==> src/rtl/psum_drain.sv <==
// psum_drain: realigns column-skewed psums into rows for the output writer.
// Optional: define PSUM_DRAIN_RELU_EN to clamp negative output lanes to zero.
module psum_drain #(
  parameter int COLS   = 4,
  parameter int DW     = 16,
  parameter int ROWS   = 4,
  parameter int DEPTH  = 4,
  parameter int ADDR_W = 8
) (
  input  logic              clk,
  input  logic              rst,
  input  logic              start,
  input  logic [ADDR_W-1:0] base_addr,
  input  logic [COLS*DW-1:0] psum_in,
  input  logic [COLS-1:0]   psum_vld,
  output logic              out_valid,
  input  logic              out_ready,
  output logic [COLS*DW-1:0] out_data,
  output logic [ADDR_W-1:0] out_addr,
  output logic              busy,
  output logic              done,
  output logic              overflow,
  output logic [1:0]        state
);

  localparam int PW = (DEPTH > 1) ? $clog2(DEPTH) : 1;
  localparam int RW = $clog2(ROWS + 1);
  localparam int CW = $clog2(ROWS + 1) + 1;

  typedef enum logic [1:0] {
    IDLE    = 2'd0,
    COLLECT = 2'd1,
    DRAIN   = 2'd2,
    DONE    = 2'd3
  } state_e;

  state_e            state_q;
  logic [DW-1:0]     mem_q [DEPTH][COLS];
  logic [DEPTH-1:0]  occ_q;
  logic [PW-1:0]     wp_q [COLS];
  logic [PW-1:0]     rp_q;
  logic [CW-1:0]     dcnt_q [1:COLS-1];
  logic [RW-1:0]     rows_in_q;
  logic [ADDR_W-1:0] rows_out_q;
  logic [ADDR_W-1:0] base_q;
  logic              ovf_q;

  logic              xfer;
  logic              free0;
  logic [COLS-1:0]   wr;
  logic [COLS-1:0]   drop;

  // A free of lane 0's target entry in the same cycle lets the write land.
  always_comb begin
    xfer  = occ_q[rp_q] & out_ready;
    free0 = xfer && (rp_q == wp_q[0]);
    wr    = '0;
    drop  = '0;
    if (state_q == COLLECT) begin
      if (psum_vld[0]) begin
        if (occ_q[wp_q[0]] && !free0) drop[0] = 1'b1;
        else                          wr[0]   = 1'b1;
      end
      for (int c = 1; c < COLS; c++) begin
        if (psum_vld[c]) begin
          if (dcnt_q[c] != '0) drop[c] = 1'b1;
          else                 wr[c]   = 1'b1;
        end
      end
    end
  end

  always_ff @(posedge clk or negedge rst) begin
    if (!rst) begin
      state_q    <= IDLE;
      occ_q      <= '0;
      rp_q       <= '0;
      rows_in_q  <= '0;
      rows_out_q <= '0;
      base_q     <= '0;
      ovf_q      <= 1'b0;
      for (int c = 0; c < COLS; c++) wp_q[c] <= '0;
      for (int c = 1; c < COLS; c++) dcnt_q[c] <= '0;
      for (int e = 0; e < DEPTH; e++)
        for (int c = 0; c < COLS; c++) mem_q[e][c] <= '0;
    end else begin
      for (int c = 0; c < COLS; c++) begin
        if (wr[c]) begin
          mem_q[wp_q[c]][c] <= psum_in[c*DW +: DW];
          wp_q[c]           <= wp_q[c] + PW'(1);
        end
      end
      // Each lane inherits the drops of its left neighbour, one row at a time.
      for (int c = 1; c < COLS; c++)
        dcnt_q[c] <= dcnt_q[c] + CW'(drop[c-1]) - CW'(drop[c]);
      if (drop[0]) ovf_q <= 1'b1;
      if (xfer) begin
        occ_q[rp_q] <= 1'b0;
        rp_q        <= rp_q + PW'(1);
        rows_out_q  <= rows_out_q + ADDR_W'(1);
      end
      if (wr[COLS-1]) begin
        occ_q[wp_q[COLS-1]] <= 1'b1;
        rows_in_q           <= rows_in_q + RW'(1);
      end
      unique case (state_q)
        IDLE: begin
          if (start) begin
            state_q    <= COLLECT;
            base_q     <= base_addr;
            rows_in_q  <= '0;
            rows_out_q <= '0;
            ovf_q      <= 1'b0;
            rp_q       <= '0;
            for (int c = 0; c < COLS; c++) wp_q[c] <= '0;
            for (int c = 1; c < COLS; c++) dcnt_q[c] <= '0;
          end
        end
        COLLECT: begin
          if (wr[COLS-1] && rows_in_q == RW'(ROWS - 1)) state_q <= DRAIN;
        end
        DRAIN: begin
          if (occ_q == '0) state_q <= DONE;
        end
        DONE:    state_q <= IDLE;
        default: state_q <= IDLE;
      endcase
    end
  end

  always_comb begin
    out_data = '0;
    for (int c = 0; c < COLS; c++) begin
`ifdef PSUM_DRAIN_RELU_EN
      out_data[c*DW +: DW] = mem_q[rp_q][c][DW-1] ? '0 : mem_q[rp_q][c];
`else
      out_data[c*DW +: DW] = mem_q[rp_q][c];
`endif
    end
  end

  assign out_valid = occ_q[rp_q];
  assign out_addr  = base_q + rows_out_q;
  assign busy      = (state_q != IDLE);
  assign done      = (state_q == DONE);
  assign overflow  = ovf_q;
  assign state     = state_q;

endmodule

==> config.mk <==
export PLATFORM = sky130hd
export DESIGN_NAME = psum_drain
export DESIGN_NICKNAME = d
export VERILOG_FILES = /design/src/rtl/psum_drain.sv
export SDC_FILE = /design/constraint.sdc
export NUM_CORES = 1
export LEC_CHECK = 0
export CAP_MARGIN = 15
export CORE_MARGIN = 2
export CORE_UTILIZATION = 45
export CTS_BUF_LIST = sky130_fd_sc_hd__clkbuf_8
export DETAILED_ROUTE_END_ITERATION = 7
export PLACE_DENSITY = 0.73
export RECOVER_POWER = 100
export SYNTH_ARGS = -nofsm -noshare
export SYNTH_HDL_FRONTEND = slang
export SYNTH_SLANG_ARGS = --single-unit
export TNS_END_PERCENT = 100
==> constraint.sdc <==
create_clock -name clk -period 3.55 [get_ports clk]
set_input_delay 0.8875 -clock clk [delete_from_list [all_inputs] [get_ports clk]]
set_output_delay 0.8875 -clock clk [all_outputs]
set_load 0.005 [all_outputs]
# [Yosys cells after proc, flatten, opt, wreduce, memory -nomap -nowiden]
# Cells that the tools add are included.
[word_totals] register_bits=304
[classes] addsub=14 n_lt_le_gt_ge=14 eq_ne=8 n_mux=71 bitwise=9 reduce_logical=18
[ops] operator="$bwmux W256" n=4
[ops] operator="$mux W256" n=4
[ops] operator="$demux W64 S2" n=4
[ops] operator="$mux W64" n=3
[ops] operator="$bmux W64 S2" n=1
[ops] operator="$mux W48" n=1
[ops] operator="$mux W8" n=5
[ops] operator="$mux W32" n=1
[ops] operator="$mux W12" n=2
[ops] operator="$mux W1" n=23
[ops] operator="$mux W2" n=10
[ops] operator="$mux W16" n=1
[ops] operator="$mux W4" n=4
[ops] operator="$ge A3 B3 Y1 const B" n=5
[ops] operator="$not A2 Y3" n=5
[ops] operator="$add A4 B1 Y4" n=3
[ops] operator="$lt A3 B1 Y1 const B" n=4
[ops] operator="$reduce_bool A4 Y1" n=3
[ops] operator="$sub A4 B1 Y4" n=3
[ops] operator="$add A2 B1 Y2 const B" n=5
[ops] operator="$logic_and A1 B1 Y1" n=9
[ops] operator="$lt A2 B3 Y1 const B" n=3
[ops] operator="$mux W3" n=3
[ops] operator="$add A8 B1 Y8 const B" n=1
[ops] operator="22 further kinds" n=27

# [Longest topological paths before layout]
[depth] ltp_word=16 ltp_mapped=12

# [Least setup slack after synthesis]
# Ideal clock, no wire load.
[synth_path] path_kind="input-to-reg" startpoint="input out_ready" endpoint="register dcnt_q[10] (netlist name)" setup_time_ns=0.132 arrival_time_ns=2.620 required_ns=3.418 path_slack_ns=0.798 path_stages=11 n_path_buf=0 path_cell_list="and2b_1 > a2bb2oi_1 > or3_1 > nand4_1 > ha_1 > inv_1 > ha_1 > inv_1 > fa_1 > xor2_1 > nor2_1"
[synth_via] elab_chain_cells=11
[synth_rtl] element="start: declaration" line_no="17" source="input logic out_ready,"
[synth_rtl] element="$and A1 B1 Y1 *" line_no="55" source="xfer = occ_q[rp_q] & out_ready;"
[synth_rtl] element="$logic_and A1 B1 Y1 *" line_no="56" source="free0 = xfer && (rp_q == wp_q[0]);"
[synth_rtl] element="$logic_not A1 Y1 *" line_no="61" source="if (occ_q[wp_q[0]] && !free0) drop[0] = 1'b1;"
[synth_rtl] element="$logic_and A1 B1 Y1 *" line_no="61"
[synth_rtl] element="$mux W1 *" line_no="61"
[synth_rtl] element="$mux W1 *" line_no="60" source="if (psum_vld[0]) begin"
[synth_rtl] element="$mux W4 *" line_no="59" source="if (state_q == COLLECT) begin"
[synth_rtl] element="$add A4 B1 Y4 *" line_no="95" source="dcnt_q[c] <= dcnt_q[c] + CW'(drop[c-1]) - CW'(drop[c]);"
[synth_rtl] element="$sub A4 B1 Y4 *" line_no="95"
[synth_rtl] element="$mux W12" line_no="108" source="if (start) begin"
[synth_rtl] element="$mux W12 *" line_no="106" source="unique case (state_q)"
[synth_rtl] element="end signal: indexed assignment" line_no="95"
[synth_rtl] element="end: declaration" line_no="42" source="logic [CW-1:0] dcnt_q [1:COLS-1];"
# Every way passes the cells marked *; elsewhere a longest branch is shown, timed or not.
# A chain may end at the register's enable or synchronous reset.

# [Final worst setup path]
[layout_path] startpoint="register rows_out_q[2]" endpoint="output out_addr[5]"
[layout_via] elab_chain_cells=1
[layout_rtl] element="start: declaration" line_no="44" source="logic [ADDR_W-1:0] rows_out_q;"
[layout_rtl] element="start signal: assignment" line_no="100" source="rows_out_q <= rows_out_q + ADDR_W'(1);"
[layout_rtl] element="$add A8 B8 Y8" line_no="143" source="assign out_addr = base_q + rows_out_q;"
[layout_rtl] element="end: declaration" line_no="19" source="output logic [ADDR_W-1:0] out_addr,"
# No other way between the ends.

==> impl_metrics.json <==
{
  "status": "finished with violations",
  "violations": "capacitance limit, slew limit",
  "port_buffers": 157,
  "place_hpwl_um": 18910,
  "synth_edf_count": 0,
  "ios": 158,
  "drv_cap": 1,
  "row_count": 65,
  "syn_area_um2": 14490,
  "drt_wl_total_um": 29440,
  "gp_congestion": 0.7506,
  "grt_max_degree": 81,
  "h-tree-depth": 2,
  "synth_cells": 972,
  "drt_iter0_markers": 324,
  "areaGrowthSynthToFinish_pct": 19.53,
  "clkTransAtPathRegs_ns": 0.06,
  "worstReg2RegEnd": "mem_q[186]",
  "finalNetCount": 1298,
  "slew_headroom_pct": -37.73,
  "finalCritPeriodShare_pct": 97.18,
  "clk_path_buf_depth": 3,
  "async_flop_share_pct": 100.0,
  "criticalPathCategory": "reg -> out",
  "vias": 8557,
  "min_path_type": "reg -> reg",
  "root_buffer": "clkbuf_8",
  "fin_setup_tns_ns": 0,
  "routed_via_density": 5.345,
  "gr-total-overflow": 0,
  "ys_seq_area_share_pct": 52.49,
  "antenna_found_initial": 0,
  "insertion_delay_ns": 0.58,
  "cts-buffers-inserted": 51,
  "core_um2": 31640,
  "ant_nets": 0,
  "layout_commonest_cell": "dfrtp_1",
  "fmax_mhz": 289.9,
  "wl_met2_um": 14360,
  "path_buf_inv": 2,
  "fin_worst_skew_ns": 0.02483,
  "rsz0062_at_grt": "false",
  "power.total_mw": 13.50,
  "tightest_slew_ns": 2.066,
  "r2r-start": "rp_q[1]",
  "whs_endpoint": "base_q[0]",
  "critPathCaptureType": "primary output",
  "dieArea_um2": 33660,
  "hold_depth": 2,
  "crit_path_cell_trace": "ha_4, nand3_1, o211ai_1, buf_4, nor2_1, xnor2_1, clkdlybuf4s50_1",
  "synth_flop_cell": "dfrtp_1",
  "cp_top_family": "buffers and inverters",
  "layout_common_cells": "dfrtp_1, mux2_2, clkdlybuf4s50_1, inv_1",
  "hold_viol_final": 0,
  "critPathRequiredTime_ns": 2.66,
  "dieWidth_um": 183.5,
  "tritoncts": "yes",
  "synth_area_leaders": "dfrtp_1, mux2_2, mux4_2",
  "cp.arrival_ns": 2.56,
  "p_per_area_nw_per_um2": 779.5,
  "leakagePower_nw": 8.099,
  "setup_viol": 0,
  "start_util_pct": 45.81,
  "fin_crit_ns": 3.450,
  "grt_usage_pct": 18.35,
  "first_pass_iters": 4,
  "synth_area_leader_cell": "dfrtp_1",
  "cp_max_fo": 6,
  "slowest_delay_ns": 0.52,
  "yosys_register_bits": 304,
  "grt_pass1_wl_um": 49290,
  "synth_top_area_share_pct": 52.49,
  "syn_nets": 1106,
  "ys_types": 51,
  "synth.avg_cell_area_um2": 14.91,
  "die_h_um": 183.5,
  "hold_buffers": 0,
  "slew_violations": 80,
  "ys_warn_count": 0,
  "antenna-diode-count": 0,
  "grt_pass1_vias": 9353,
  "numClockSinks": 304,
  "wire_per_inst_um": 18.39,
  "wl_met1_um": 12790,
  "irDropWorstVdd_mv": 0.4457,
  "final_util_pct": 54.76,
  "slowest_stage": "clkdlybuf4s50_1",
  "start_kind": "flop",
  "reg2reg_depth": 5,
  "hp-start": "base_q[0]",
  "final_layout_size_suffix_gt1_share_pct": 31.94,
  "drc": 0,
  "reg2reg_slack_ns": 0.57,
  "highest_layer": "met4",
  "met3_length_um": 1731
}
[timing repair]
action | CTS | global route
gates resized for setup | 3 | 9
setup buffers | 0 | 4
endpoints found under the setup margin | 2 | 2
pin swaps | 0 | 5
[where the power goes]
group,total [mW],switching (mW),internal [mW]
logic,5.22,2.02,3.20
clock network,2.98,1.35,1.62
registers,5.31,0.674,4.63
total,13.5,4.05,9.46
[worst register-to-register path: cells and delay by family (launching register included)]
| kind | cells | cell delay, ns |
|---|---|---|
| mux | 2 | 0.93 |
| buf+inv | 1 | 0.87 |
| flops | 1 | 0.67 |
| compound gates | 2 | 0.39 |
[logic make-up (layout without fill, tap and decap cells)]
logic type,count (synthesis),after routing,synth area share [%]
simple gates,128,128,4.334
xor+xnor,18,18,1.088
fa+ha+maj,54,54,4.869
mux,329,329,31.65
compound gates,53,53,2.659
flops,304,304,52.49
buf+inv,86,313,2.909
[per-layer routing]
| metal | vias to the layer above | track usage, % |
|---|---|---|
| li1 | 3901 | - |
| met1 | 4446 | 24.32 |
| met2 | 170 | 29.98 |
| met3 | 40 | 4.774 |
| met4 | 0 | 5.184 |
| met5 | - | 0 |
[flip-flops by register name, summed over array words and instances, names as in the netlist]
register	count
rp_q	2
rows_in_q	3
occ_q	4
mem_q	256
state	2
base_q	8
wp_q	8
dcnt_q	12
rows_out_q	8
overflow	1
[how the worst max path moves through the flow]
stage | from | end | slack (ns) | depth (start not counted)
floorplan | out_ready | dcnt_q[10] | 0.80 | 11
global placement | out_ready | dcnt_q[10] | 0.22 | 12
detailed placement | out_ready | dcnt_q[11] | 0.18 | 12
CTS | rows_out_q[1] | out_addr[7] | 0.02 | 6
global route | rows_out_q[0] | out_addr[4] | 0.003 | 8
finish | rows_out_q[2] | out_addr[5] | 0.10 | 7
[synthesized netlist by cell type, types with 11 or more instances]
| master | n |
|---|---|
| inv_1 | 46 |
| nor2_1 | 23 |
| nand3_1 | 11 |
| o21ai_0 | 13 |
| mux4_2 | 65 |
| dfrtp_1 | 304 |
| mux2_2 | 217 |
| xnor2_1 | 13 |
| buf_2 | 21 |
| nand2_2 | 12 |
| nand2_1 | 46 |
| ha_1 | 50 |
| mux2_4 | 41 |
| a21oi_1 | 17 |
[stage by stage]
stage	setup WS (ns)	instance area, µm²	std cells	hold slack, ns
after detailed placement	0.1829	16540	1509	0.4673
after floorplan	0.7982	14490	972	0.4497
after global placement	0.2224	16540	1509	0.4651
final	0.1002	17320	1601	0.4812
after CTS	0.01606	17530	1597	0.2996
after global routing	0.003057	17320	1601	0.5064
[area by class of cell]
type	count	area [µm²]
clock buffers	65	894.6
clock inverters	23	90.09
fillers	2609	14310
inverters	46	172.7
multi-input cells	582	6311
flip-flops and latches	304	7616
well taps	402	503.0
repair buffers	179	1735
Power figures use the tool's default switching activity.
